`config.mk`:
```
export PLATFORM = sky130hd
export DESIGN_NAME = led_share_arbiter_flat
export DESIGN_NICKNAME = d
export VERILOG_FILES = /design/src/rtl/led_share_arbiter_if.sv /design/src/rtl/led_share_arbiter.sv /design/src/flat_wrapper.sv
export SDC_FILE = /design/constraint.sdc
export NUM_CORES = 1
export LEC_CHECK = 0
export CORE_ASPECT_RATIO = 1.5
export CORE_MARGIN = 2
export CORE_UTILIZATION = 53
export CTS_BUF_LIST = sky130_fd_sc_hd__clkbuf_16
export CTS_CLUSTER_SIZE = 25
export DETAILED_ROUTE_END_ITERATION = 10
export PLACE_DENSITY = 0.82
export SYNTH_ARGS = -nofsm -noshare
export SYNTH_HDL_FRONTEND = slang
export SYNTH_SLANG_ARGS = --single-unit
```
`constraint.sdc`:
```
create_clock -name clk -period 2.9 [get_ports clk]
set_clock_uncertainty 0.05 [all_clocks]
set_input_delay 0.58 -clock clk [delete_from_list [all_inputs] [get_ports clk]]
set_output_delay 0.58 -clock clk [all_outputs]
set_load 0.005 [all_outputs]
```
`src/rtl/led_share_arbiter_if.sv`:
```
`default_nettype none
// ============================================================================
// Module      : led_share_arbiter_if
// Description : Bundles the request, grant and LED signals of the LED share
//               arbiter.
//               master : LED-producing side (drives req / req_data*, sees the
//                        grant, status and LED pins)
//               slave  : the arbiter itself
//   req        3  request per requester, level
//   req_data0  6  LED pattern from requester 0 (1 = LED on)
//   req_data1  6  LED pattern from requester 1
//   req_data2  6  LED pattern from requester 2
//   gnt        3  one-hot grant, 3'b000 when no owner
//   owner      2  index of the current owner, valid while gnt != 0
//   busy       1  display currently owned
//   tick       1  one-cycle prescaler pulse
//   led        6  board LEDs, active-low
// Revision    : 1.0 - initial release
// ============================================================================
interface led_share_arbiter_if;
  logic [2:0] req;
  logic [5:0] req_data0;
  logic [5:0] req_data1;
  logic [5:0] req_data2;
  logic [2:0] gnt;
  logic [1:0] owner;
  logic       busy;
  logic       tick;
  logic [5:0] led;

  modport master (
    output req, req_data0, req_data1, req_data2,
    input  gnt, owner, busy, tick, led
  );

  modport slave (
    input  req, req_data0, req_data1, req_data2,
    output gnt, owner, busy, tick, led
  );
endinterface
`default_nettype wire

```
`src/rtl/led_share_arbiter.sv`:
```
`default_nettype none
// ============================================================================
// Module      : led_share_arbiter
// Description : Round-robin arbiter sharing six active-low LEDs between three
//               requesters. A free-running prescaler produces the tick; an
//               owner keeps the LEDs for at least SLOT_TICKS ticks, and a
//               single blank cycle separates consecutive owners.
//   clk    in   system clock
//   reset  in   asynchronous reset, active-high
//   bus    slave side of led_share_arbiter_if (req, req_data0..2 in;
//          gnt, owner, busy, tick, led out)
// Revision    : 1.0 - initial release
// ============================================================================
module led_share_arbiter #(
  parameter int TICK_CYCLES = 27000000,
  parameter int SLOT_TICKS  = 2
) (
  input  wire logic           clk,
  input  wire logic           reset,
  led_share_arbiter_if.slave  bus
);

  localparam int                  C_TICK_W    = $clog2(TICK_CYCLES);
  localparam int                  C_SLOT_W    = $clog2(SLOT_TICKS + 1);
  localparam logic [C_TICK_W-1:0] C_TICK_LAST = C_TICK_W'(TICK_CYCLES - 1);
  localparam logic [C_SLOT_W-1:0] C_SLOT_MAX  = C_SLOT_W'(SLOT_TICKS);

  typedef enum logic [1:0] {
    S_IDLE = 2'd0,
    S_OWN  = 2'd1,
    S_GAP  = 2'd2
  } state_t;

  state_t              r_state;
  state_t              w_state_next;
  logic [2:0]          r_gnt;
  logic [2:0]          w_gnt_next;
  logic [1:0]          r_owner;
  logic [1:0]          w_owner_next;
  logic                r_busy;
  logic                w_busy_next;
  logic [5:0]          r_led;
  logic [5:0]          w_led_next;
  logic                w_load_pick;
  logic [C_TICK_W-1:0] r_tick_cnt;
  logic [C_SLOT_W-1:0] r_slot_cnt;
  logic [1:0]          r_last_owner;
  logic [1:0]          w_pick;
  logic                w_any_req;
  logic                w_tick;
  logic                w_slot_done;
  logic                w_owner_req;
  logic                w_other_req;
  logic [5:0]          w_owner_data;

  assign w_tick      = (r_tick_cnt == C_TICK_LAST);
  assign w_slot_done = (r_slot_cnt == C_SLOT_MAX);
  assign w_any_req   = |bus.req;
  // r_gnt is one-hot on the owner while in OWN, so it doubles as the owner mask
  assign w_owner_req = |(bus.req & r_gnt);
  assign w_other_req = |(bus.req & ~r_gnt);

  // Round-robin search starting just after the last owner
  always_comb begin
    w_pick = 2'd0;
    case (r_last_owner)
      2'd0: begin
        if      (bus.req[1]) w_pick = 2'd1;
        else if (bus.req[2]) w_pick = 2'd2;
        else                 w_pick = 2'd0;
      end
      2'd1: begin
        if      (bus.req[2]) w_pick = 2'd2;
        else if (bus.req[0]) w_pick = 2'd0;
        else                 w_pick = 2'd1;
      end
      default: begin
        if      (bus.req[0]) w_pick = 2'd0;
        else if (bus.req[1]) w_pick = 2'd1;
        else                 w_pick = 2'd2;
      end
    endcase
  end

  always_comb begin
    w_owner_data = 6'd0;
    case (r_owner)
      2'd0:    w_owner_data = bus.req_data0;
      2'd1:    w_owner_data = bus.req_data1;
      default: w_owner_data = bus.req_data2;
    endcase
  end

  always_comb begin
    w_state_next = r_state;
    w_gnt_next   = r_gnt;
    w_owner_next = r_owner;
    w_busy_next  = r_busy;
    w_load_pick  = 1'b0;
    case (r_state)
      S_IDLE, S_GAP: begin
        if (w_any_req) begin
          w_state_next = S_OWN;
          w_gnt_next   = 3'b001 << w_pick;
          w_owner_next = w_pick;
          w_busy_next  = 1'b1;
          w_load_pick  = 1'b1;
        end else begin
          w_state_next = S_IDLE;
          w_gnt_next   = 3'b000;
          w_busy_next  = 1'b0;
        end
      end
      S_OWN: begin
        // Release outranks preemption; both pass through the blank cycle
        if (!w_owner_req || (w_slot_done && w_other_req)) begin
          w_state_next = S_GAP;
          w_gnt_next   = 3'b000;
          w_busy_next  = 1'b0;
        end
      end
      default: begin
        w_state_next = S_IDLE;
        w_gnt_next   = 3'b000;
        w_busy_next  = 1'b0;
      end
    endcase
    // The pattern is shown only while ownership continues: it appears one
    // cycle after the grant and is already blank in the GAP cycle.
    if ((r_state == S_OWN) && (w_state_next == S_OWN)) begin
      w_led_next = ~w_owner_data;
    end else begin
      w_led_next = 6'b111111;
    end
  end

  always_ff @(posedge clk or posedge reset) begin
    if (reset) begin
      r_state <= S_IDLE;
    end else begin
      r_state <= w_state_next;
    end
  end

  always_ff @(posedge clk or posedge reset) begin
    if (reset) begin
      r_gnt        <= 3'b000;
      r_owner      <= 2'd0;
      r_busy       <= 1'b0;
      r_led        <= 6'b111111;
      r_tick_cnt   <= '0;
      r_slot_cnt   <= '0;
      r_last_owner <= 2'd2;
    end else begin
      r_gnt   <= w_gnt_next;
      r_owner <= w_owner_next;
      r_busy  <= w_busy_next;
      r_led   <= w_led_next;

      if (w_tick) begin
        r_tick_cnt <= '0;
      end else begin
        r_tick_cnt <= r_tick_cnt + C_TICK_W'(1);
      end

      if (w_load_pick) begin
        r_slot_cnt   <= '0;
        r_last_owner <= w_pick;
      end else if ((r_state == S_OWN) && w_tick && !w_slot_done) begin
        r_slot_cnt <= r_slot_cnt + C_SLOT_W'(1);
      end
    end
  end

  assign bus.gnt   = r_gnt;
  assign bus.owner = r_owner;
  assign bus.busy  = r_busy;
  assign bus.tick  = w_tick;
  assign bus.led   = r_led;

endmodule
`default_nettype wire

```
`src/flat_wrapper.sv`:
```
// flat-port wrapper written by rule: the top's interface ports become plain ports
module led_share_arbiter_flat 
#(
  parameter int TICK_CYCLES = 27000000,
  parameter int SLOT_TICKS  = 2
)
  (clk, reset, bus_req, bus_req_data0, bus_req_data1, bus_req_data2, bus_gnt, bus_owner, bus_busy, bus_tick, bus_led);
  led_share_arbiter_if bus_i ();
  input  wire logic clk;
  input  wire logic reset;
  input wire logic [$bits(bus_i.req)-1:0] bus_req;
  input wire logic [$bits(bus_i.req_data0)-1:0] bus_req_data0;
  input wire logic [$bits(bus_i.req_data1)-1:0] bus_req_data1;
  input wire logic [$bits(bus_i.req_data2)-1:0] bus_req_data2;
  output wire logic [$bits(bus_i.gnt)-1:0] bus_gnt;
  output wire logic [$bits(bus_i.owner)-1:0] bus_owner;
  output wire logic [$bits(bus_i.busy)-1:0] bus_busy;
  output wire logic [$bits(bus_i.tick)-1:0] bus_tick;
  output wire logic [$bits(bus_i.led)-1:0] bus_led;
  assign bus_i.req = bus_req;
  assign bus_i.req_data0 = bus_req_data0;
  assign bus_i.req_data1 = bus_req_data1;
  assign bus_i.req_data2 = bus_req_data2;
  assign bus_gnt = bus_i.gnt;
  assign bus_owner = bus_i.owner;
  assign bus_busy = bus_i.busy;
  assign bus_tick = bus_i.tick;
  assign bus_led = bus_i.led;
  led_share_arbiter #(.TICK_CYCLES(TICK_CYCLES), .SLOT_TICKS(SLOT_TICKS)) u_core (.clk(clk), .reset(reset), .bus(bus_i));
endmodule
```
==> results.py, run 1 <==
metrics = {
    "run_status": {
        "status": "completed",
    },
    "routing": {
        "wl_um": 4800,
        "route.met2.wl_um": 2540,
        "drtIter0Drc": 32,
        "m1WireLength_um": 1920,
        "top_layer": "met4",
        "drc": 0,
        "ant_nets": 0,
        "vias": 1822,
        "dr_wl_met3_um": 219,
        "drtPass1Iterations": 4,
        "via_per_inst": 5.88,
        "wl_per_cell_um": 15.5,
    },
    "layout": {
        "finalNetCount": 289,
        "instances_no_fill": 310,
        "insertedDiodeCount": 0,
        "area_growth_pct": 23.7,
        "drive_above_1_share_pct": 10.6,
        "final_cell_area_um2": 2730,
        "multi_input_area_um2": 1070,
        "register_area_um2": 1060,
        "fillCellCount": 314,
    },
    "timing": {
        "rsz0062_at_grt": "false",
        "fin_crit_sh_pct": 95.8,
        "fmax_mhz": 360,
        "worst_pin_slew_ns": 0.554,
        "setup-tns-final_ns": 0,
        "relSlewSlack_pct": 62.7,
        "finalHoldViolCount": 0,
        "period_minus_slack_ns": 2.78,
        "setup_viol": 0,
        "maxSlewViolCount": 0,
        "holdWs_ns": 0.430,
    },
    "clocking": {
        "cts.sinks": 42,
        "cts_buffers": 5,
        "htree_levels": 2,
        "post_cts_buffers": 0,
        "cts.root.buffer_cell": "clkbuf_16",
        "clock_latency_ns": 0.29,
        "cts_tree": "done",
        "clk_path_buf_depth": 2,
        "clkTransAtPathRegs_ns": 0.06,
    },
    "synth": {
        "syn_nets": 254,
        "synth-compound-area-share_pct": 9.47,
        "synth_common_cells": "dfrtp_1, nand2_1, nor2_1",
        "syn_area_per_cell_um2": 9.63,
        "async_flop_share_pct": 100,
        "synth_top_family_by_area": "simple AND/OR/NAND/NOR gates",
        "synth_area_leaders": "dfrtp_1, dfstp_2, nand2_1",
        "synth-adder-area-share_pct": 1.13,
        "synth-edff-count": 0,
        "yosysTopAreaCell": "dfrtp_1",
        "synth_simple_gate_area_share_pct": 27.3,
        "synth_cell_types": 45,
        "ys_warn_count": 0,
        "ys_ff_latch": 42,
        "yosysMostFrequentCell": "dfrtp_1",
        "synth_xor_area_share_pct": 6.35,
        "syn_inst": 229,
        "synthFlopType": "dfrtp_1",
        "yosysTopAreaCellShare_pct": 39.7,
        "netlist_area_um2": 2210,
        "synthMuxAreaShare_pct": 4.08,
        "yosysSeqAreaShare_pct": 48.0,
    },
    "grt": {
        "grt_pass1_vias": 1878,
        "grt_max_degree": 43,
        "grt_pass1_wl_um": 8320,
        "overflow": 0,
        "globalRouteTotalUtil_pct": 22.5,
        "grt_antenna_before_repair": 0,
    },
    "critical_path": {
        "reg2reg_slack_ns": 0.72,
        "critPathRequiredTime_ns": 2.27,
        "cp_top_family": "simple AND/OR/NAND/NOR gates",
        "reg2reg_to": "u_core.r_tick_cnt[24]$_DFF_PP0_",
        "endpoint": "bus_tick",
        "crit_path_end_kind": "primary output",
        "worstRegToRegCells": 4,
        "cpMaxStageDelayCell": "clkdlybuf4s50_1",
        "reg2reg_from": "u_core.r_tick_cnt[3]$_DFF_PP0_",
        "cp.depth": 4,
        "cp_max_fo": 6,
        "crit_buf_inv": 1,
        "startpoint": "u_core.r_tick_cnt[19]$_DFF_PP0_",
        "crit_chain": "nand2_1 -> or4_4 -> nor4_4 -> clkdlybuf4s50_1",
        "arrival_ns": 2.15,
        "slowest_delay_ns": 0.55,
        "crit_path_start_kind": "register",
        "worstSetupPathType": "register to primary output",
    },
    "placement": {
        "dp_hpwl_um": 3400,
        "gp_congestion": 0.879,
        "portBuffers": 35,
        "dp_cells": 302,
        "placed_area_um2": 2580,
    },
    "power_and_ir_drop": {
        "vdd.ir_drop.worst_v": 0.000476,
        "power_leakage_nw": 1.11,
        "powerDensity_nw_per_um2": 626,
    },
    "floorplanning": {
        "num_io_pins": 36,
        "start_util_pct": 55.7,
        "die_x_um": 56.7,
        "dieHeight_um": 83.0,
        "core_region_area_um2": 3960,
        "num_rows": 28,
        "die-area_um2": 4700,
    },
    "min_path": {
        "hold_class": "register to register",
    },
    "run": {
        "cap_violations": 0,
    },
}
[metal layers]
| layer | GRT usage, % | up-vias |
|---|---|---|
| li1 | - | 890 |
| met1 | 26.0 | 869 |
| met2 | 37.9 | 50 |
| met3 | 5.45 | 13 |
| met4 | 11.0 | 0 |
| met5 | 0 | - |
[cell families (layout without fill, tap and decap cells)]
group	after synthesis	after routing
AND/OR/NAND/NOR	109	109
flip-flops	42	42
AO/OA/AOI/OAI	34	34
buffers and inverters	17	53
XOR/XNOR	16	16
multiplexers	9	9
adder cells (fa/ha/maj)	2	2
[flip-flops by register name (all words and copies together) (netlist names)]
signal	count
u_core.bus.led	6
u_core.r_state	2
u_core.bus.owner	1
u_core.r_slot_cnt	2
u_core.r_last_owner	2
u_core.bus.busy	1
u_core.bus.gnt	3
u_core.r_tick_cnt	25
[report_power, final]
group	internal [mW]	switching, mW	leakage, nW	total, mW
sequential	0.671	0.0994	0.535	0.771
clock	0.318	0.226	0.0698	0.544
combinational	0.229	0.166	0.504	0.395
[metrics by stage]
step	utilization, %	setup slack, ns	power (mW)
floorplan	-	0.690	0.992
global placement	65.2	0.398	1.16
detailed placement	65.2	0.403	1.18
CTS	68.9	0.0837	1.72
global route	68.9	0.0171	1.81
finish	68.9	0.122	1.71
[placed cells by master, fill, tap and decap left out, types with 2 or more instances in the layout]
cell / instances
clkdlybuf4s50_1: 35
dfrtp_1: 34
nand2_1: 26
nor2_1: 22
o21ai_0: 12
nand4_1: 11
xnor2_1: 10
nand3_1: 9
mux2i_1: 9
a21oi_1: 8
inv_1: 7
dfstp_2: 7
xor2_1: 6
or3_1: 6
nand2b_1: 5
clkbuf_16: 5
or4_1: 4
and3_1: 4
nor4_1: 4
nor3_1: 3
or2_2: 3
nor4b_1: 3
buf_4: 3
a21o_1: 2
o31ai_1: 2
o22ai_1: 2
a22o_1: 2
ha_1: 2
[final cells by class]
class,instances,area share [%]
multi-input cells,170,39.1
flip-flops and latches,42,38.9
repair buffers,38,13.7
clock buffers,5,4.59
well taps,45,2.06
inverters,7,0.963
clock inverters,3,0.779
[worst min-delay path by stage]
stage          cells past startpoint  slack [ns]                            from                        endpoint
2_1_floorplan                      1        0.39  u_core.r_tick_cnt[0]$_DFF_PP0_  u_core.r_tick_cnt[0]$_DFF_PP0_
3_3_place_gp                       1        0.41     u_core.bus.busy$_DFFE_PP0P_     u_core.bus.busy$_DFFE_PP0P_
3_5_place_dp                       1        0.42     u_core.bus.busy$_DFFE_PP0P_     u_core.bus.busy$_DFFE_PP0P_
4_1_cts                            1        0.43     u_core.bus.busy$_DFFE_PP0P_     u_core.bus.busy$_DFFE_PP0P_
5_1_grt                            1        0.46  u_core.r_tick_cnt[0]$_DFF_PP0_  u_core.r_tick_cnt[0]$_DFF_PP0_
6_report                           1        0.43     u_core.bus.busy$_DFFE_PP0P_     u_core.bus.busy$_DFFE_PP0P_
[timing repair]
item                       in CTS  in global routing
setup endpoints to repair       0                  1
gates resized for setup         0                  1
hold buffers                    0                  0
Note: power is estimated with default switching activity, not from simulation.
==> inputs of run 2 (changes only) <==
- RECOVER_POWER: unset -> 100
==> run 2 against run 1 <==
  * Non-clock buffer count is the same
  * Hold slack worse by 0.0064 ns
  * Setup slack better by 0.0088 ns
  * Final cell count unchanged
  * Final area decreased by 0.60%
  * Sequential cell count stayed put
==> results.py, run 2 (same netlist as run 1, synthesis figures left out) <==
metrics = {
    "clocking": {
        "htree_levels": 2,
        "cts.root.buffer_cell": "clkbuf_16",
        "clkTransAtPathRegs_ns": 0.06,
        "clock_latency_ns": 0.28,
        "clk_path_buf_depth": 2,
        "cts.sinks": 42,
        "post_cts_buffers": 0,
        "cts_buffers": 5,
        "cts_tree": "done",
    },
    "floorplanning": {
        "dieHeight_um": 83.0,
        "start_util_pct": 55.7,
        "num_io_pins": 36,
        "num_rows": 28,
        "core_region_area_um2": 3960,
        "die-area_um2": 4700,
        "die_x_um": 56.7,
    },
    "timing": {
        "setup_viol": 0,
        "maxSlewViolCount": 0,
        "period_minus_slack_ns": 2.77,
        "finalHoldViolCount": 0,
        "setup-tns-final_ns": 0,
        "worst_pin_slew_ns": 1.02,
        "holdWs_ns": 0.424,
        "fin_crit_sh_pct": 95.5,
        "rsz0062_at_grt": "false",
        "fmax_mhz": 361,
        "relSlewSlack_pct": 31.9,
    },
    "routing": {
        "wl_per_cell_um": 15.4,
        "ant_nets": 0,
        "via_per_inst": 5.88,
        "drtIter0Drc": 40,
        "drc": 0,
        "drtPass1Iterations": 4,
        "wl_um": 4770,
        "vias": 1823,
    },
    "critical_path": {
        "critPathRequiredTime_ns": 2.27,
        "crit_buf_inv": 1,
        "cp_max_fo": 6,
        "cpMaxStageDelayCell": "clkdlybuf4s50_1",
        "cp.depth": 4,
        "endpoint": "bus_tick",
        "worstSetupPathType": "register to primary output",
        "crit_chain": "nand2_1 -> or4_4 -> nor4_4 -> clkdlybuf4s50_1",
        "worstRegToRegCells": 5,
        "startpoint": "u_core.r_tick_cnt[19]$_DFF_PP0_",
        "crit_path_end_kind": "primary output",
        "reg2reg_slack_ns": 0.54,
        "reg2reg_from": "u_core.r_tick_cnt[19]$_DFF_PP0_",
        "crit_path_start_kind": "register",
        "reg2reg_to": "u_core.r_tick_cnt[1]$_DFF_PP0_",
        "arrival_ns": 2.14,
        "slowest_delay_ns": 0.55,
        "cp_top_family": "simple AND/OR/NAND/NOR gates",
    },
    "power_and_ir_drop": {
        "p_sw_mw": 0.486,
        "powerDensity_nw_per_um2": 619,
        "power_leakage_nw": 1.09,
        "switching_share_pct": 28.9,
        "pwr-share-comb_pct": 22.0,
        "power_frac_seq_pct": 45.7,
        "p_int_mw": 1.19,
        "vdd.ir_drop.worst_v": 0.000462,
        "clkPwrFrac_pct": 32.3,
    },
    "placement": {
        "gp_congestion": 0.879,
        "portBuffers": 35,
        "dp_hpwl_um": 3400,
    },
    "min_path": {
        "worstHoldStart": "u_core.bus.busy$_DFFE_PP0P_",
        "hold_class": "register to register",
    },
    "layout": {
        "drive_above_1_share_pct": 9.43,
        "insertedDiodeCount": 0,
        "most-common-layout-cells": "dfrtp_1, nand2_1, nor2_1",
        "regMostFlops": "u_core.r_tick_cnt",
        "layout_commonest_cell": "dfrtp_1",
        "largest_register_ffs": 25,
        "finalNetCount": 289,
        "area_growth_pct": 23.0,
    },
    "grt": {
        "grt_max_degree": 43,
        "overflow": 0,
        "grt_antenna_before_repair": 0,
        "globalRouteTotalUtil_pct": 22.5,
        "grt_pass1_wl_um": 8320,
        "grt_pass1_vias": 1878,
    },
    "run_status": {
        "status": "completed",
    },
    "run": {
        "cap_violations": 0,
    },
}
==> run 2: metrics by stage <==
step	util (%)	worst slack, ns	total power [mW]	instance area, µm²	std cells
CTS	68.9	0.0837	1.72	2730	310
finish	68.5	0.131	1.68	2710	310
global placement	65.2	0.398	1.16	2580	302
detailed placement	65.2	0.403	1.18	2580	302
floorplan	-	0.690	0.992	2210	229
global route	68.5	0.0192	1.79	2710	310
==> run 2: per-layer routing <==
layer  wire (µm)  global-route usage, %
met1        1910                   26.0
met2        2540                   37.9
met3         215                   5.45
met4         106                   11.0
met5           0                      0
==> run 2: area by class of cell <==
type | count | area [µm²]
inverter | 7 | 26.3
sequential | 42 | 1060
clock inverter | 3 | 21.3
timing repair buffer | 38 | 363
fill | 316 | 1250
tap | 45 | 56.3
clock buffer | 5 | 125
multi-input combinational | 170 | 1060
==> run 2: worst min path at each step <==
stage,cells after the start,slack [ns],endpoint
after global placement,1,0.41,u_core.bus.busy$_DFFE_PP0P_
after global routing,1,0.46,u_core.bus.busy$_DFFE_PP0P_
final,1,0.42,u_core.bus.busy$_DFFE_PP0P_
after detailed placement,1,0.42,u_core.bus.busy$_DFFE_PP0P_
after CTS,1,0.43,u_core.bus.busy$_DFFE_PP0P_
after floorplan,1,0.39,u_core.r_tick_cnt[0]$_DFF_PP0_
==> run 2: power groups by stage <==
stage                     combinational, mW  sequential (mW)  clock [mW]
after floorplan                       0.260            0.732           0
after global placement                0.386            0.778           0
after detailed placement              0.397            0.778           0
after CTS                             0.400            0.771       0.554
after global routing                  0.418            0.781       0.586
final                                 0.370            0.768       0.542
==> run 2: repair_timing <==
item / in CTS / in global routing
gates resized for setup: 0 / 1
endpoints found under the setup margin: 0 / 1
hold buffers: 0 / 0
